File: src/rtl/n1_dsp_divseq.sv
// Restoring 32/16 unsigned divide sequencer that borrows the DSP cell adder,
// performing one quotient bit per cycle while it owns the adder inputs.
module n1_dsp_divseq (
    input  logic        clk_i,
    input  logic        async_rst_i,
    input  logic        alu2div_req_i,
    input  logic        alu2div_abort_i,
    input  logic [31:0] alu2div_dividend_i,
    input  logic [15:0] alu2div_divisor_i,
    output logic        div2alu_ack_o,
    output logic        div2alu_busy_o,
    output logic [15:0] div2alu_quot_o,
    output logic [15:0] div2alu_rem_o,
    output logic        div2alu_dz_o,
    output logic        div2alu_ovf_o,
    output logic        div2dsp_sel_o,
    output logic        div2dsp_sub_add_b_o,
    output logic [15:0] div2dsp_add_op0_o,
    output logic [15:0] div2dsp_add_op1_o,
    input  logic [31:0] dsp2div_add_res_i
);

    typedef enum logic [1:0] {
        S_IDLE = 2'd0,
        S_CHK  = 2'd1,
        S_ITER = 2'd2,
        S_DONE = 2'd3
    } state_t;

    state_t      state_q;
    logic [3:0]  cnt_q;
    logic [15:0] d_q;
    logic [15:0] r_q;
    logic [15:0] q_q;
    logic [15:0] quot_q;
    logic [15:0] rem_q;
    logic        dz_q;
    logic        ovf_q;

    logic [16:0] trial;
    logic        borrow;
    logic        step_ok;
    logic [15:0] r_step;
    logic [15:0] q_step;
    logic        unused_res;

    // Only the 16-bit difference and its borrow matter to the division.
    assign unused_res = ^dsp2div_add_res_i[31:17];

    assign trial   = {r_q, q_q[15]};
    assign borrow  = dsp2div_add_res_i[16];
    // A set trial bit 16 means the trial value already exceeds any divisor.
    assign step_ok = trial[16] | ~borrow;
    assign r_step  = step_ok ? dsp2div_add_res_i[15:0] : trial[15:0];
    assign q_step  = {q_q[14:0], step_ok};

    always_comb begin
        div2dsp_sel_o       = 1'b0;
        div2dsp_sub_add_b_o = 1'b0;
        div2dsp_add_op0_o   = 16'h0000;
        div2dsp_add_op1_o   = 16'h0000;
        case (state_q)
            S_CHK: begin
                div2dsp_sel_o       = 1'b1;
                div2dsp_sub_add_b_o = 1'b1;
                div2dsp_add_op0_o   = d_q;
                div2dsp_add_op1_o   = r_q;
            end
            S_ITER: begin
                div2dsp_sel_o       = 1'b1;
                div2dsp_sub_add_b_o = 1'b1;
                div2dsp_add_op0_o   = d_q;
                div2dsp_add_op1_o   = trial[15:0];
            end
            default: ;
        endcase
    end

    always_ff @(posedge clk_i or posedge async_rst_i) begin
        if (async_rst_i) begin
            state_q <= S_IDLE;
            cnt_q   <= 4'd0;
            d_q     <= 16'h0000;
            r_q     <= 16'h0000;
            q_q     <= 16'h0000;
            quot_q  <= 16'h0000;
            rem_q   <= 16'h0000;
            dz_q    <= 1'b0;
            ovf_q   <= 1'b0;
        end else begin
            case (state_q)
                S_IDLE: begin
                    if (alu2div_req_i) begin
                        d_q   <= alu2div_divisor_i;
                        r_q   <= alu2div_dividend_i[31:16];
                        q_q   <= alu2div_dividend_i[15:0];
                        dz_q  <= 1'b0;
                        ovf_q <= 1'b0;
                        if (alu2div_divisor_i == 16'h0000) begin
                            dz_q    <= 1'b1;
                            quot_q  <= 16'hFFFF;
                            rem_q   <= alu2div_dividend_i[15:0];
                            state_q <= S_DONE;
                        end else begin
                            state_q <= S_CHK;
                        end
                    end
                end
                S_CHK: begin
                    if (alu2div_abort_i) begin
                        state_q <= S_IDLE;
                    end else if (!borrow) begin
                        // Upper half >= divisor: quotient cannot fit in 16 bits.
                        ovf_q   <= 1'b1;
                        quot_q  <= 16'hFFFF;
                        rem_q   <= r_q;
                        state_q <= S_DONE;
                    end else begin
                        cnt_q   <= 4'd0;
                        state_q <= S_ITER;
                    end
                end
                S_ITER: begin
                    if (alu2div_abort_i) begin
                        state_q <= S_IDLE;
                    end else begin
                        r_q <= r_step;
                        q_q <= q_step;
                        if (cnt_q == 4'd15) begin
                            quot_q  <= q_step;
                            rem_q   <= r_step;
                            state_q <= S_DONE;
                        end else begin
                            cnt_q <= cnt_q + 4'd1;
                        end
                    end
                end
                S_DONE: begin
                    state_q <= S_IDLE;
                end
                default: begin
                    state_q <= S_IDLE;
                end
            endcase
        end
    end

    assign div2alu_ack_o  = (state_q == S_DONE);
    assign div2alu_busy_o = (state_q != S_IDLE);
    assign div2alu_quot_o = quot_q;
    assign div2alu_rem_o  = rem_q;
    assign div2alu_dz_o   = dz_q;
    assign div2alu_ovf_o  = ovf_q;

endmodule

File: config.mk
export PLATFORM = sky130hd
export DESIGN_NAME = n1_dsp_divseq
export DESIGN_NICKNAME = d
export VERILOG_FILES = /design/src/rtl/n1_dsp_divseq.sv
export SDC_FILE = /design/constraint.sdc
export NUM_CORES = 1
export LEC_CHECK = 0
export ABC_AREA = 1
export BUFFER_PORTS_ARGS = -buffer_cell sky130_fd_sc_hd__buf_4
export CAP_MARGIN = 40
export CORE_MARGIN = 4
export CORE_UTILIZATION = 45
export CTS_CLUSTER_SIZE = 20
export DETAILED_ROUTE_END_ITERATION = 8
export PLACE_DENSITY = 0.81
export SYNTH_ARGS = -nofsm -noshare
export SYNTH_HDL_FRONTEND = slang
export SYNTH_SLANG_ARGS = --single-unit
File: constraint.sdc
create_clock -name clk_i -period 4.6 [get_ports clk_i]
set_clock_uncertainty 0.05 [all_clocks]
set_input_delay 0.23 -clock clk_i [delete_from_list [all_inputs] [get_ports clk_i]]
set_output_delay 0.23 -clock clk_i [all_outputs]
set_load 0.1 [all_outputs]
-- Yosys cells after proc, flatten, opt, wreduce, memory -nomap -nowiden
Index checks and enable logic that the tools add are counted.
- bits in registers: 88
- input bits: 84
- $add $sub $neg: 1
- equality and inequality tests: 13
- mux-type cells: 41
- bitwise logic cells: 2
- reduce and logical (&&, ||, !) cells: 14
- operator list (cell ; number):
    2-to-1 mux 16 bit ; 18
    one-hot mux 16 bit (2 select lines) ; 3
    one-hot mux 16 bit (3 select lines) ; 2
    zero test 16 bit ; 1
    2-to-1 mux 4 bit ; 4
    inequality test 2 bit (second input constant) ; 8
    2-to-1 mux 2 bit ; 5
    one-hot mux 2 bit (4 select lines) ; 1
    one-hot mux 4 bit (2 select lines) ; 1
    nonzero test 2 bit ; 4
    AND reduction 7 bit ; 1
    2-to-1 mux 1 bit ; 6
    AND reduction 5 bit ; 1
    adder 4 x 1 -> 4 bit (second input constant) ; 1
    == test 2 bit (second input constant) ; 2
    == test 4 bit (second input constant) ; 1
    AND reduction 2 bit ; 2
    AND reduction 4 bit ; 1
    inequality test 3 bit (second input constant) ; 1
    AND reduction 3 bit ; 1
    nonzero test 3 bit ; 1
    == test 2 x 1 -> 1 bit (second input constant) ; 1
    zero test 2 bit ; 1
    one-hot mux 1 bit (2 select lines) ; 1
    other kinds (3) ; 3

-- Logic depth before layout (Yosys ltp)
Gate-level depths: netlist of the first run.
- depth after elaboration: 6
- gate-level depth with buffers: 11

-- Worst setup path before layout of the first run
No wires, ideal clock.
- path kind: flip-flop to output port
- start point: register state_q[0]
- end point: output div2dsp_add_op1_o[0]
- arrival time: 3.500 ns
- data required time: 4.320 ns
- path slack: 0.820 ns
- stages on the path, launching flop included: 7
- cells stage by stage: dfrtp_1 > inv_1 > ha_1 > inv_1 > buf_2 > clkbuf_1 > a21oi_1
- longest elaborated chain between the ends: 2
- elaborated cells between the ends (all ways): 3
- classes of those cells: eq/ne: 2; mux: 1
- RTL lines (item ; line ; RTL):
    from (decl) ; 30 ; state_t state_q;
    from (signal assigned) ; 81 ; state_q <= S_IDLE;
    from (signal assigned) ; 103 ; state_q <= S_DONE;
    from (signal assigned) ; 105 ; state_q <= S_CHK;
    == test 2 bit / == test 2 x 1 -> 1 bit (equally long branches) ; 62 ; case (state_q)
    one-hot mux 16 bit (2 select lines) (*) ; 62 ;
    to (decl) ; 19 ; output logic [15:0] div2dsp_add_op1_o,
Mark *: on every way between the ends. The rest lies on a longest branch, timed or not.

-- Worst setup path after layout of the first run
- start point: register state_q[0]
- end point: register q_q[1]
- longest elaborated chain between the ends: 3
- elaborated cells between the ends (all ways): 7
- classes of those cells: eq/ne: 3; mux: 1; reduce/logical: 3
- RTL lines (item ; line ; RTL):
    == test 2 bit / zero test 2 bit (equally long branches) ; 91 ; case (state_q)
    inequality test 2 bit (no line) / nonzero test 2 bit (equally long branches) ; -- ;
    AND reduction 3 bit (no line) ; -- ;
    to (signal assigned) ; 96 ; q_q <= alu2div_dividend_i[15:0];
    to (signal assigned) ; 128 ; q_q <= q_step;
    to (decl) ; 34 ; logic [15:0] q_q;
Parallel ways exist; a longest one is shown, timed or not.
A chain may end at the register's enable or synchronous reset.

==> reports/qor.csv, run 1 <==
stage,metric,value,unit
die,# rows,38,
status,status,"complete, no violations",
place,number of I/O port buffers,138,
grt,via count of the first global-routing pass,4573,
routing,router iterations before antenna repair,4,
yosys,XOR/XNOR share of the synthesized area,0.174,%
grt,met1 track demand over resource,29.0,%
routing,remaining antenna violation count after routing,0,
clock_tree,worst-case clock buffer depth,2,
routing,detailed-route wire length,13.7,mm
place,gp weighted congestion,0.780,
cells_and_area,post-layout net count,861,
critical_path,count of cells along the worst register-to-register path,7,
critical_path,critical path class,register to register,
timing,worst-margin pin slew,767,ps
cells_and_area,layout overhead on the synthesized area,24.7,%
cells_and_area,sequential cell area,2200,µm²
timing,crit path time final,3070,ps
timing,Sum Neg Setup Slack,0,ps
grt,antenna violations before repair,0,
cells_and_area,share of layout cells above drive strength 1,27.4,%
clock_tree,CTS tree,done,
critical_path,crit path DAT,3230,ps
clock_tree,root buffer cell,sky130_fd_sc_hd__clkbuf_8,
yosys,Yosys top cell area share,43.7,%
clock_tree,clock-pin transition on the worst setup and hold timing paths,90,ps
worst_hold_path,origin of the worst min-delay path,alu2div_divisor_i[9],
yosys,dominant combinational cell family by area after synthesis,simple AND/OR/NAND/NOR gates,
critical_path,number of stages on the worst setup path,7,
yosys,count of warnings emitted by yosys,0,
yosys,Compound-Gate Fraction of Synth Area,11.3,%
critical_path,reg2reg end,q_q[1],
routing,routed vias,4698,
critical_path,startpoint of the worst register-to-register path,state_q[0],
grt,busiest layer in global routing,met2,
yosys,distinct cell type count after synthesis,29,
yosys,Post-synth ARST share,100,%
clock_tree,insertion delay of the later-clocked pin in the worst-skew pair,350,ps
timing,final worst hold slack,66.0,ps
timing,number of hold-slack violations in the final timing report,0,
routing,via count normalized by instance count,5.13,
yosys,Synth top cells by count,"sky130_fd_sc_hd__nand2_1, sky130_fd_sc_hd__dfrtp_1, sky130_fd_sc_hd__nand3_1",
routing,1st-iter DRT viols,431,
yosys,total of flip-flops plus latches after synthesis,88,
yosys,most frequently used flop master after synthesis,sky130_fd_sc_hd__dfrtp_1,
cells_and_area,number of filler instances in the final layout,1029,
yosys,average cell area after synthesis,7.72,µm²
yosys,"count leader, synth",sky130_fd_sc_hd__nand2_1,
critical_path,Crit-path slowest cell,sky130_fd_sc_hd__ha_2,
clock_tree,H-tree level count,3,
die,chip width,114,µm
cells_and_area,number of non-filler instances in the completed layout,915,
grt,grt met3 use,6.31,%
timing,number of setup violations in the final report,0,
timing,Fmax,326,MHz
critical_path,worst path buffer plus inverter count,3,
run,total of max-cap violations,0,
grt,largest net degree at the start of global routing,51,
critical_path,biggest cell delay along the critical path,630,ps
critical_path,minimum setup slack among reg-to-reg paths,1530,ps
clock_tree,sink count of the clock tree,88,
critical_path,Critical Path Sink Type,register,
critical_path,Worst Path Max Fanout,50,
place,placed insts,898,
cells_and_area,Antenna diodes,0,
clock_tree,clock buffer count from CTS,9,
critical_path,cells along the critical path,inv_1 > ha_2 > buf_4 > inv_1 > or2_2 > o211ai_1 > o21ai_0,
critical_path,capture point of the worst path,q_q[1],
yosys,Mapped Area,5040,µm²
critical_path,source of the critical timing path,state_q[0],
critical_path,cell family with the largest share of critical-path delay,buffers and inverters,
timing,number of max-slew violations in the final report,0,
die,I/O Pins,154,
critical_path,cell type with the highest occurrence count on the critical path,sky130_fd_sc_hd__inv_1,
die,Chip Height,114,µm
yosys,simple-gate share of the synthesized area,29.9,%
yosys,Synth Net Count,744,
grt,global-route total usage across every layer,21.5,%
cells_and_area,Final Util,57.7,%
die,die outline area,13000,µm²
timing,RSZ-0062 raised after global routing,false,
critical_path,data required time of the worst path,4760,ps
worst_hold_path,Min-Delay Path Class,input pin to register,
yosys,number of enable-type register cells in the synthesized netlist,0,
critical_path,sort of element at the start of the critical path,register,
cells_and_area,combined area of the multi-input logic cells,2360,µm²
yosys,synthesized-area fraction occupied by adder cells,1.74,%
yosys,portion of the post-synthesis area used by sequential elements,43.7,%
grt,met2 routing resource usage after global routing,33.9,%
grt,global-route wire length before repair,22.7,mm
yosys,cell accounting for the most synthesized area,sky130_fd_sc_hd__dfrtp_1,
routing,number of DRC violations after detailed routing,0,
yosys,biggest area contributors in the synthesized netlist,"sky130_fd_sc_hd__dfrtp_1, sky130_fd_sc_hd__nand2_1, sky130_fd_sc_hd__nand3_1",
yosys,Synth Instances,653,
place,dpl hpwl,9.61,mm
timing,Tcrit/Tclk final,66.7,%
routing,wire length per cell,15.0,µm
grt,residual overflow from global routing,0,
die,area of the core,10900,µm²
yosys,fraction of synthesized area in multiplexers,3.58,%
die,initial core utilization,46.3,%
timing,Relative slew margins,48.8,%
## state kept, by name, summed over array words and instances (netlist names)
name and count:
cnt_q 4, state_q 2, q_q 16, r_q 16, div2alu_quot_o 16, div2alu_ovf_o 1
div2alu_dz_o 1, div2alu_rem_o 16, d_q 16
## what timing repair did
| item | CTS | global route |
|---|---|---|
| gates resized for setup | 0 | 0 |
| setup buffers | 0 | 0 |
| hold buffers | 1 | 0 |
| endpoints found under the hold margin | 19 | 0 |
## kinds of logic after synthesis
kind of cell / after synthesis
AO/OA/AOI/OAI: 106
XOR/XNOR: 1
adder cells (fa/ha/maj): 7
buffers and inverters: 100
flip-flops: 88
multiplexers: 16
AND/OR/NAND/NOR: 335
## cell type report
| class | instances | area share, % |
|---|---|---|
| multi-input combinational | 465 | 37.5 |
| timing repair buffer | 148 | 17.9 |
| tap | 140 | 2.79 |
| clock inverter | 6 | 1.06 |
| inverter | 58 | 3.48 |
| clock buffer | 10 | 2.19 |
| sequential | 88 | 35.0 |
## how the worst min path moves through the flow
stage	to	slack [ps]	cells past startpoint
floorplan	d_q[10]	330	1
CTS	d_q[9]	40	2
global placement	div2alu_quot_o[3]	410	2
detailed placement	div2alu_quot_o[6]	170	2
global route	d_q[9]	30	2
finish	d_q[9]	70	2
## routing by layer
metal	part of all wire (%)	wire length (µm)
met1	43	5910
met2	47	6370
met3	8.4	1150
met4	1.9	259
met5	0	0
## cells in the final DEF (no fill, tap or decap), drive strengths merged
| cell | n |
|---|---|
| nand2 | 176 |
| nand3b | 1 |
| o22ai | 1 |
| o21ai | 23 |
| nand3 | 69 |
| nor2 | 38 |
| nor3 | 1 |
| o211ai | 14 |
| clkbuf | 10 |
| dfrtp | 88 |
| a22oi | 1 |
| clkinv | 4 |
| mux2 | 16 |
| bufinv | 1 |
| a21oi | 66 |
| nand4 | 16 |
| inv | 59 |
| buf | 147 |
| dlygate4sd3 | 1 |
| xor2 | 1 |
| a31oi | 1 |
| or2 | 18 |
| and2 | 16 |
| ha | 7 |
## through the flow
stage               cell area [µm²]  setup slack (ps)
CTS                            6280              1560
floorplan                      5040               820
global placement               6050              1590
detailed placement             6070              1560
global route                   6280              1250
finish                         6280              1530
Power of run 1 is not shown: default switching activity piles up to over one toggle a cycle in this logic, so the estimate is an artifact.
==> run 2, diff against run 1 <==
--- a/config.mk
+++ b/config.mk
@@ -5,14 +5,14 @@
 export SDC_FILE = /design/constraint.sdc
 export NUM_CORES = 1
 export LEC_CHECK = 0
-export ABC_AREA = 1
+export ABC_AREA = 0
 export BUFFER_PORTS_ARGS = -buffer_cell sky130_fd_sc_hd__buf_4
 export CAP_MARGIN = 40
 export CORE_MARGIN = 4
 export CORE_UTILIZATION = 45
 export CTS_CLUSTER_SIZE = 20
 export DETAILED_ROUTE_END_ITERATION = 8
-export PLACE_DENSITY = 0.81
+export PLACE_DENSITY = 0.82
 export SYNTH_ARGS = -nofsm -noshare
 export SYNTH_HDL_FRONTEND = slang
 export SYNTH_SLANG_ARGS = --single-unit
==> constraint.sdc (replaced) <==
create_clock -name clk_i -period 3.22 [get_ports clk_i]
set_clock_uncertainty 0.05 [all_clocks]
set_input_delay 0.161 -clock clk_i [delete_from_list [all_inputs] [get_ports clk_i]]
set_output_delay 0.161 -clock clk_i [all_outputs]
set_load 0.1 [all_outputs]
==> run 2 against run 1 <==
Cell area is 2.1% higher. Count of clock-buffer cells in the layout stayed put. Wire length is 0.73% lower. Via count is 12% lower. Utilization is 3.3 points higher. Sequential cell count stayed put. Worst hold slack worse by 55 ps. First-iteration DRC count is 39% lower. Sequential share of layout area is 0.70 points lower. Synthesized area is 2.0% lower. Setup slack worse by 1100 ps. Critical path type is now register to primary output. Critical endpoint is now div2dsp_add_op1_o[15].
==> reports/qor.csv, run 2 <==
stage,metric,value,unit,change
status,status,"complete, no violations",,
yosys,average cell area after synthesis,10.4,µm²,+34%
yosys,simple-gate share of the synthesized area,14.6,%,-15 points
routing,router iterations before antenna repair,4,,unchanged
clock_tree,H-tree level count,3,,unchanged
timing,number of hold-slack violations in the final timing report,0,,unchanged
clock_tree,Post-CTS Repair Setup Buffers,0,,unchanged
cells_and_area,"commonest non-fill, non-tap cells in the layout","sky130_fd_sc_hd__buf_4, sky130_fd_sc_hd__dfrtp_1, sky130_fd_sc_hd__nand2_1, sky130_fd_sc_hd__nor2_1",,
timing,worst-margin pin slew,911,ps,+144 ps
timing,Relative slew margins,39.3,%,-9.5 points
cells_and_area,Final Util,61.0,%,+3.3 points
routing,number of DRC violations after detailed routing,0,,unchanged
yosys,XOR/XNOR share of the synthesized area,0,%,-0.17 points
timing,Fmax,360,MHz,
critical_path,crit path DAT,2570,ps,-660 ps
yosys,Compound-Gate Fraction of Synth Area,20.7,%,+9.4 points
place,gp weighted congestion,0.876,,+12%
yosys,dominant combinational cell family by area after synthesis,compound AO/OA/AOI/OAI gates,,
critical_path,critical path class,register to primary output,,
clock_tree,sink count of the clock tree,88,,unchanged
timing,number of setup violations in the final report,0,,unchanged
die,die outline area,12700,µm²,-1.9%
cells_and_area,number of non-filler instances in the completed layout,747,,-18%
grt,largest net degree at the start of global routing,86,,+69%
place,dpl hpwl,9.98,mm,+3.8%
yosys,distinct cell type count after synthesis,43,,+48%
critical_path,Crit-path slowest cell,sky130_fd_sc_hd__buf_4,,
cells_and_area,"most common cell after layout, fill and taps aside",sky130_fd_sc_hd__buf_4,,
critical_path,data required time of the worst path,3010,ps,-1750 ps
routing,1st-iter DRT viols,264,,-39%
yosys,count of warnings emitted by yosys,0,,unchanged
yosys,biggest area contributors in the synthesized netlist,"sky130_fd_sc_hd__dfrtp_1, sky130_fd_sc_hd__mux2_2, sky130_fd_sc_hd__mux2i_1",,
timing,number of max-slew violations in the final report,0,,unchanged
yosys,portion of the post-synthesis area used by sequential elements,44.6,%,+0.91 points
die,Chip Height,113,µm,-0.95%
cells_and_area,share of layout cells above drive strength 1,38.6,%,+11 points
yosys,Synth Instances,476,,-27%
die,I/O Pins,154,,unchanged
grt,antenna violations before repair,0,,unchanged
cells_and_area,post-route design area,6410,µm²,+2.1%
clock_tree,CTS tree,done,,
die,area of the core,10500,µm²,-3.5%
clock_tree,root buffer cell,sky130_fd_sc_hd__clkbuf_8,,
timing,RSZ-0062 raised after global routing,false,,
die,# rows,37,,-2.6%
clock_tree,clock buffer count from CTS,9,,unchanged
critical_path,cell type with the highest occurrence count on the critical path,sky130_fd_sc_hd__buf_4,,
critical_path,cells along the critical path,inv_1 > ha_4 > buf_4 > nand2_1 > a21boi_2 > buf_4,,
critical_path,Worst Path Max Fanout,85,,+70%
die,chip width,113,µm,-0.95%
yosys,Mapped Area,4940,µm²,-2.0%
yosys,number of enable-type register cells in the synthesized netlist,0,,unchanged
routing,via count normalized by instance count,5.54,,+8.0%
yosys,"count leader, synth",sky130_fd_sc_hd__dfrtp_1,,
yosys,cell accounting for the most synthesized area,sky130_fd_sc_hd__dfrtp_1,,
place,number of I/O port buffers,138,,unchanged
timing,Sum Neg Setup Slack,0,ps,unchanged
yosys,Yosys top cell area share,44.6,%,+0.91 points
cells_and_area,layout overhead on the synthesized area,29.9,%,
routing,remaining antenna violation count after routing,0,,unchanged
grt,global-route total usage across every layer,21.4,%,-0.14 points
place,placed insts,724,,-19%
critical_path,biggest cell delay along the critical path,720,ps,+90 ps
critical_path,cell family with the largest share of critical-path delay,buffers and inverters,,
grt,via count of the first global-routing pass,4201,,-8.1%
yosys,fraction of synthesized area in multiplexers,14.2,%,+11 points
yosys,Synth top cells by count,"sky130_fd_sc_hd__dfrtp_1, sky130_fd_sc_hd__nand2_1, sky130_fd_sc_hd__nor2_1",,
critical_path,worst path buffer plus inverter count,3,,unchanged
yosys,Synth Net Count,567,,-24%
routing,detailed-route wire length,13.6,mm,-0.73%
critical_path,Critical Path Sink Type,primary output,,
routing,wire length per cell,18.2,µm,+22%
worst_hold_path,Min-Delay Path Class,input pin to register,,
die,initial core utilization,47.0,%,+0.69 points
timing,crit path time final,2780,ps,
clock_tree,clock-pin transition on the worst setup and hold timing paths,90,ps,about the same
cells_and_area,post-layout net count,697,,-19%
grt,global-route wire length before repair,22.0,mm,-3.0%
grt,residual overflow from global routing,0,,unchanged
yosys,most frequently used flop master after synthesis,sky130_fd_sc_hd__dfrtp_1,,
run,total of max-cap violations,0,,unchanged
yosys,synthesized-area fraction occupied by adder cells,1.77,%,+0.036 points
clock_tree,cts repair resizes,0,,unchanged
yosys,Post-synth ARST share,100,%,unchanged
timing,Tcrit/Tclk final,86.3,%,
cells_and_area,Antenna diodes,0,,unchanged
place,post-place instance area,6150,µm²,+1.3%
clock_tree,worst-case clock buffer depth,2,,unchanged
clock_tree,insertion delay of the later-clocked pin in the worst-skew pair,360,ps,about the same
routing,routed vias,4141,,-12%
yosys,total of flip-flops plus latches after synthesis,88,,unchanged
critical_path,sort of element at the start of the critical path,register,,
[run 2: cell count changes after synthesis, moves of 16 or more]
cell,change
sky130_fd_sc_hd__or2_2,-17
sky130_fd_sc_hd__a21oi_1,-61
sky130_fd_sc_hd__nand2b_1,+17
sky130_fd_sc_hd__o31ai_1,+22
sky130_fd_sc_hd__mux2_2,+17
sky130_fd_sc_hd__mux2i_1,+33
sky130_fd_sc_hd__nand2_1,-118
sky130_fd_sc_hd__inv_1,-48
sky130_fd_sc_hd__a21boi_0,+16
sky130_fd_sc_hd__clkbuf_1,+17
sky130_fd_sc_hd__nand3_1,-66
[run 2: layout make-up]
cell class	instances	area (µm²)
Fill cell	881	4100
Inverter	6	23.8
Tap cell	136	170
Timing Repair Buffer	157	1220
Multi-Input combinational cell	344	2610
Clock inverter	6	67.6
Clock buffer	10	128
Sequential cell	88	2200
[run 2: cells by family (layout without fill, tap and decap cells)]
logic type | count (synthesis) | count (layout)
and+or+nand+nor | 141 | 141
AOI/OAI and AO/OA | 130 | 130
DFF | 88 | 88
muxes | 66 | 66
buffers and inverters | 44 | 179
adders and majority gates | 7 | 7
[run 2: timing repair]
action,CTS,global route
endpoints found under the setup margin,0,0
hold buffers,7,0
endpoints found under the hold margin,50,0
[run 2: metrics by stage]
step | hold slack, ps | setup slack (ps)
after global routing | 2.57 | 266
after CTS | 0.493 | 458
after global placement | 285 | 700
final | 10.7 | 443
after floorplan | 262 | 131
after detailed placement | 287 | 530
[run 2: path summary, 6_finish.rpt]
kind / from / endpoint / slack (ps) / cells past startpoint
worst min register to register: div2alu_dz_o / div2alu_dz_o / 440 / 2
worst max-delay path: state_q[0] / div2dsp_add_op1_o[15] / 440 / 6
worst max register to register: state_q[0] / div2alu_rem_o[11] / 510 / 6
max in group asynchronous: async_rst_i / div2alu_quot_o[7] / 1910 / 4
min in group asynchronous: async_rst_i / state_q[1] / 430 / 3
worst min-delay path: alu2div_divisor_i[8] / d_q[8] / 10 / 2
[run 2: layer usage]
metal  global-route usage, %  routed length, µm  vias to the layer above
met5                       0                  0                        -
met3                    3.96                729                       27
li1                        -                  -                     1959
met2                    35.2               6790                      129
met1                    28.0               5700                     2026
met4                    8.41                366                        0
[run 2: worst reg2reg max path: stages (launching register included)]
cell                        delay (ps)
sky130_fd_sc_hd__dfrtp_1           440
sky130_fd_sc_hd__inv_1             140
sky130_fd_sc_hd__ha_4              190
sky130_fd_sc_hd__inv_2             270
sky130_fd_sc_hd__o2111ai_2         360
sky130_fd_sc_hd__or3_1             780
sky130_fd_sc_hd__o31ai_1           370
Power of run 2 is left out for the same reason.
